`config.mk`:
```
export PLATFORM = sky130hd
export DESIGN_NAME = wave_seq_ctrl
export DESIGN_NICKNAME = d
export VERILOG_FILES = /design/src/rtl/wave_seq_ctrl.sv
export SDC_FILE = /design/constraint.sdc
export NUM_CORES = 1
export LEC_CHECK = 0
export BUFFER_PORTS_ARGS = -buffer_cell sky130_fd_sc_hd__buf_4
export CORE_MARGIN = 4
export CORE_UTILIZATION = 55
export DETAILED_ROUTE_END_ITERATION = 10
export PLACE_DENSITY = 0.74
export SYNTH_ARGS = -nofsm -noshare
export SYNTH_HDL_FRONTEND = slang
export SYNTH_SLANG_ARGS = --single-unit
```
`constraint.sdc`:
```
create_clock -name clk -period 5.37 [get_ports clk]
set_input_delay 0.2685 -clock clk [delete_from_list [all_inputs] [get_ports clk]]
set_output_delay 0.2685 -clock clk [all_outputs]
set_load 0.01 [all_outputs]
```
`src/rtl/wave_seq_ctrl.sv`:
```
// rtl/wave_seq_ctrl.sv - playlist sequencer stepping the waveform mux select through programmed entries
// Define WAVE_SEQ_LOOP_EN to honour the loop input; otherwise every sequence is one-shot.
module wave_seq_ctrl #(
  parameter int DEPTH   = 8,
  parameter int PRESC_W = 16,
  parameter int DWELL_W = 8,
  localparam int AW     = $clog2(DEPTH)
) (
  input  logic               clk,
  input  logic               rst,
  input  logic               wr_en,
  input  logic [AW-1:0]      wr_addr,
  input  logic [2:0]         wr_sel,
  input  logic [DWELL_W-1:0] wr_dwell,
  output logic               wr_ack,
  input  logic [PRESC_W-1:0] prescale,
  input  logic               start,
  input  logic               stop,
  input  logic               loop,
  output logic [2:0]         sel,
  output logic [AW-1:0]      idx,
  output logic               busy,
  output logic               done
);

  typedef enum logic {IDLE, RUN} state_t;

  localparam logic [AW-1:0] LAST = AW'(DEPTH - 1);

  state_t             state;
  logic [2:0]         mem_sel   [DEPTH];
  logic [DWELL_W-1:0] mem_dwell [DEPTH];
  logic [PRESC_W-1:0] plat;
  logic [PRESC_W-1:0] pcnt;
  logic [DWELL_W-1:0] dcnt;
  logic [AW-1:0]      nidx;
  logic               tick;
  logic               list_end;
  logic               head_term;
  logic               wrap;

  // Codes 6 and 7 both have bits [2:1] set, which marks end-of-list.
  assign nidx      = idx + 1'b1;
  assign tick      = (pcnt == plat);
  assign list_end  = (idx == LAST) || (mem_sel[nidx][2:1] == 2'b11);
  assign head_term = (mem_sel[0][2:1] == 2'b11);

`ifdef WAVE_SEQ_LOOP_EN
  assign wrap = loop && !head_term;
`else
  logic unused_loop;
  assign unused_loop = loop;
  assign wrap        = 1'b0;
`endif

  // Program storage is deliberately not reset so contents survive a reset.
  always_ff @(posedge clk) begin
    if (rst && wr_en && state == IDLE) begin
      mem_sel[wr_addr]   <= wr_sel;
      mem_dwell[wr_addr] <= wr_dwell;
    end
  end

  always_ff @(posedge clk or negedge rst) begin
    if (!rst) begin
      state  <= IDLE;
      sel    <= '0;
      idx    <= '0;
      busy   <= 1'b0;
      done   <= 1'b0;
      wr_ack <= 1'b0;
      pcnt   <= '0;
      dcnt   <= '0;
      plat   <= '0;
    end else begin
      done   <= 1'b0;
      wr_ack <= 1'b0;
      case (state)
        IDLE: begin
          wr_ack <= wr_en;
          if (start && !stop) begin
            if (head_term) begin
              done <= 1'b1;
            end else begin
              state <= RUN;
              busy  <= 1'b1;
              sel   <= mem_sel[0];
              idx   <= '0;
              pcnt  <= '0;
              dcnt  <= '0;
              plat  <= prescale;
            end
          end
        end
        RUN: begin
          if (stop) begin
            state <= IDLE;
            busy  <= 1'b0;
            sel   <= '0;
            idx   <= '0;
          end else if (tick) begin
            pcnt <= '0;
            if (dcnt != mem_dwell[idx]) begin
              dcnt <= dcnt + 1'b1;
            end else if (!list_end) begin
              idx  <= nidx;
              sel  <= mem_sel[nidx];
              dcnt <= '0;
            end else if (wrap) begin
              idx  <= '0;
              sel  <= mem_sel[0];
              dcnt <= '0;
            end else begin
              state <= IDLE;
              busy  <= 1'b0;
              sel   <= '0;
              idx   <= '0;
              done  <= 1'b1;
            end
          end else begin
            pcnt <= pcnt + 1'b1;
          end
        end
        default: state <= IDLE;
      endcase
    end
  end

endmodule
```
==> metrics.csv <==
stage,metric,value,unit
cts,tritoncts,done,
route,drc,0,
yosys,synth-main-ff-cell,edfxtp_1,
final_layout,drive_above_1_share,21.67,%
yosys,synthesis.instances,431,
route,via_per_inst,5.560,
yosys,async_reset_ff_share,36.23,%
yosys,synthMuxAreaShare,10.52,%
final_layout,antenna_cells,0,
die,initial_core_util,57.41,%
grt,grt_pass1_wl,19.90,mm
final_layout,instances_no_fill,662,
yosys,yosysSeqAreaShare,64.82,%
sta,rsz0062_at_grt,no,
sta,period_needed,3.377,ns
yosys,yosys.cell_types.count,43,
placed_design,postPlaceCellArea,6476,sq um
die,fp.coreArea,10460,sq um
sta,fin_setup_tns,0,ns
grt,first_global_vias,3808,
sta,finalMaxSlewViolations,0,
die,die_height,112.5,um
yosys,synth_edf_count,88,
yosys,avgSynthCellArea,13.94,sq um
sta,tightest_slew,1.160,ns
route,antenna_left,0,
power,powerDensity,343.7,nW/um^2
worst_hold_path,hold_class,in -> reg,
placed_design,portBuffers,43,
final_layout,nets,553,
critical_path,cp-start-kind,register,
cts,clk-insertion-delay-late,0.53,ns
critical_path,cp-end-kind,register,
final_layout,fin_area,7321,sq um
power,peakVddDrop,0.0003667,V
route,wirelength,12.25,mm
final_layout,layout_commonest_cell,edfxtp_1,
critical_path,crit_required,5.79,ns
sta,max_freq,296.1,MHz
yosys,synth_area,6007,sq um
die,std_cell_rows,37,
sta,clock-skew-final,0.005397,ns
final_layout,most-common-layout-cells,"edfxtp_1, nand2_1, buf_4",
cts,cts_made_buffers,17,
route,wl_per_cell,18.51,um
placed_design,place_inst,601,
placed_design,place.gp.congestion,0.8120,
final_layout,num-fill-cells,712,
yosys,synth-adder-area-share,0.8332,%
grt,grt_max_degree,53,
final_layout,syn_to_final_growth,21.87,%
die,chipWidth,112.5,um
yosys,syn_nets,471,
yosys,synth_top_family_by_area,simple AND/OR/NAND/NOR gates,
power,fin_total_pwr,2.516,mW
critical_path,crit_type,reg -> reg,
placed_design,post-dp-hpwl,7.768,mm
die,io_pins,45,
flow_run,max_cap_viol_count,0,
grt,gr-usage-all-layers,20.67,%
cts,cts_buffer_depth,2,
route,vias,3681,
yosys,synth_simple_gate_area_share,12.77,%
yosys,yosys.area_share.xor_xnor,4.811,%
yosys,synth_compound_area_share,4.520,%
final_layout,utilization,69.97,%
route,drtIter0Drc,263,
cts,cts.sinks,138,
status,status,"finished, final reports clean",
cts,htreeDepth,4,
route,first_pass_iters,6,
sta,hold_violations,0,
sta,slew_headroom,22.41,%
yosys,synth-seq-cells,138,
critical_path,cp.arrival,3.79,ns
critical_path,critPathMaxFanout,17,
cts,cts.clk_slew.worst_paths,0.06,ns
sta,finalCritPeriodShare,62.88,%
sta,setup_viol,0,
die,design.die.area,12660,sq um
grt,antenna_found_initial,0,
grt,grt-ovfl-total,0,
cts,clockRootBuffer,clkbuf_8,
yosys,ys_warn_count,0,
power,leakage,2.912,nW
-- stage by stage --
stage / worst slack [ns] / hold WS [ns]
after detailed placement: 1.933 / 0.3431
after global placement: 1.972 / 0.3478
after CTS: 1.899 / 0.01056
after floorplan: 2.630 / -0.02709
after global routing: 1.646 / 0.02325
final: 1.993 / 0.03041
-- area by class of cell --
class / count / area [sq um] / share of cell area (%)
multi-input cells: 273 / 2014 / 27.52
well taps: 136 / 170.2 / 2.324
repair buffers: 81 / 680.7 / 9.298
inverters: 2 / 7.507 / 0.1025
clock inverters: 14 / 136.4 / 1.863
clock buffers: 18 / 417.9 / 5.708
flip-flops and latches: 138 / 3894 / 53.19
-- final timing paths --
kind | slack, ns | startpoint | endpoint | depth (start not counted)
hold / removal | 0.03 | wr_en | wr_ack | 2
hold reg to reg | 0.49 | plat[5] | plat[5] | 2
min in group asynchronous | 0.31 | rst | pcnt[6] | 2
max in group asynchronous | 4.60 | rst | plat[3] | 2
setup / recovery | 1.99 | idx[0] | idx[0] | 8
setup reg to reg | 1.99 | idx[0] | idx[0] | 8
-- cell usage after synthesis (3+ instances only) --
cell / instances / area share [%]
o21ai_0: 7 / 0.58
clkbuf_1: 9 / 0.56
a21oi_1: 5 / 0.42
nor3_1: 4 / 0.33
mux2_2: 5 / 0.94
mux4_2: 18 / 6.7
ha_1: 4 / 0.83
a32o_1: 3 / 0.50
nor2b_1: 4 / 0.42
a22o_1: 10 / 1.5
o211ai_1: 3 / 0.37
and3_1: 5 / 0.52
nand2b_1: 6 / 0.62
xor2_1: 31 / 4.5
or3_1: 9 / 0.94
buf_1: 3 / 0.19
nand3_1: 9 / 0.75
mux2i_1: 17 / 2.8
a21boi_0: 3 / 0.37
nor4_1: 4 / 0.42
buf_6: 3 / 0.56
nor2_1: 26 / 1.6
edfxtp_1: 88 / 44
dfrtp_1: 50 / 21
nand4_1: 7 / 0.73
nand2_1: 73 / 4.6
-- flip-flops by register name (all words and copies together), names as in the netlist --
name,flops
mem_dwell,64
mem_sel,24
dcnt,8
pcnt,16
busy,1
sel,3
state,1
done,1
idx,3
wr_ack,1
plat,16
-- metal layers --
| metal | global-route usage, % | wire [um] | vias to the layer above |
|---|---|---|---|
| met5 | 0 | 0 | - |
| met4 | 6.010 | 112 | 0 |
| met3 | 5.606 | 523 | 11 |
| met2 | 34.41 | 6320 | 75 |
| met1 | 26.84 | 5297 | 1833 |
| li1 | - | - | 1762 |
-- cells by family (layout without fill, tap and decap cells) --
| kind of cell | count (synthesis) | count (layout) |
|---|---|---|
| AOI/OAI and AO/OA | 38 | 38 |
| xor gates and xnor gates | 33 | 33 |
| adders and majority gates | 4 | 4 |
| buffers and inverters | 20 | 115 |
| DFF | 138 | 138 |
| muxes | 40 | 40 |
| and+or+nand+nor | 158 | 158 |
-- power breakdown --
group / switching [mW] / internal (mW)
clock: 0.465 / 0.624
combinational: 0.100 / 0.0980
sequential: 0.0456 / 1.18
-- timing repair --
item | in CTS | in global routing
hold endpoints to repair | 155 | 0
setup buffers | 0 | 0
gates resized for setup | 0 | 0
hold buffers | 29 | 0
-- worst max-delay path, cell delays in order, from the launching register on --
cell and delay (ns):
dfrtp_1 0.74, buf_4 0.43, mux4_2 0.54, mux2i_1 0.17, xor2_1 0.19, nand4_2 0.15
nor4_4 0.55, o31ai_1 0.17, mux2_2 0.29
(Power assumes the default switching activity.)
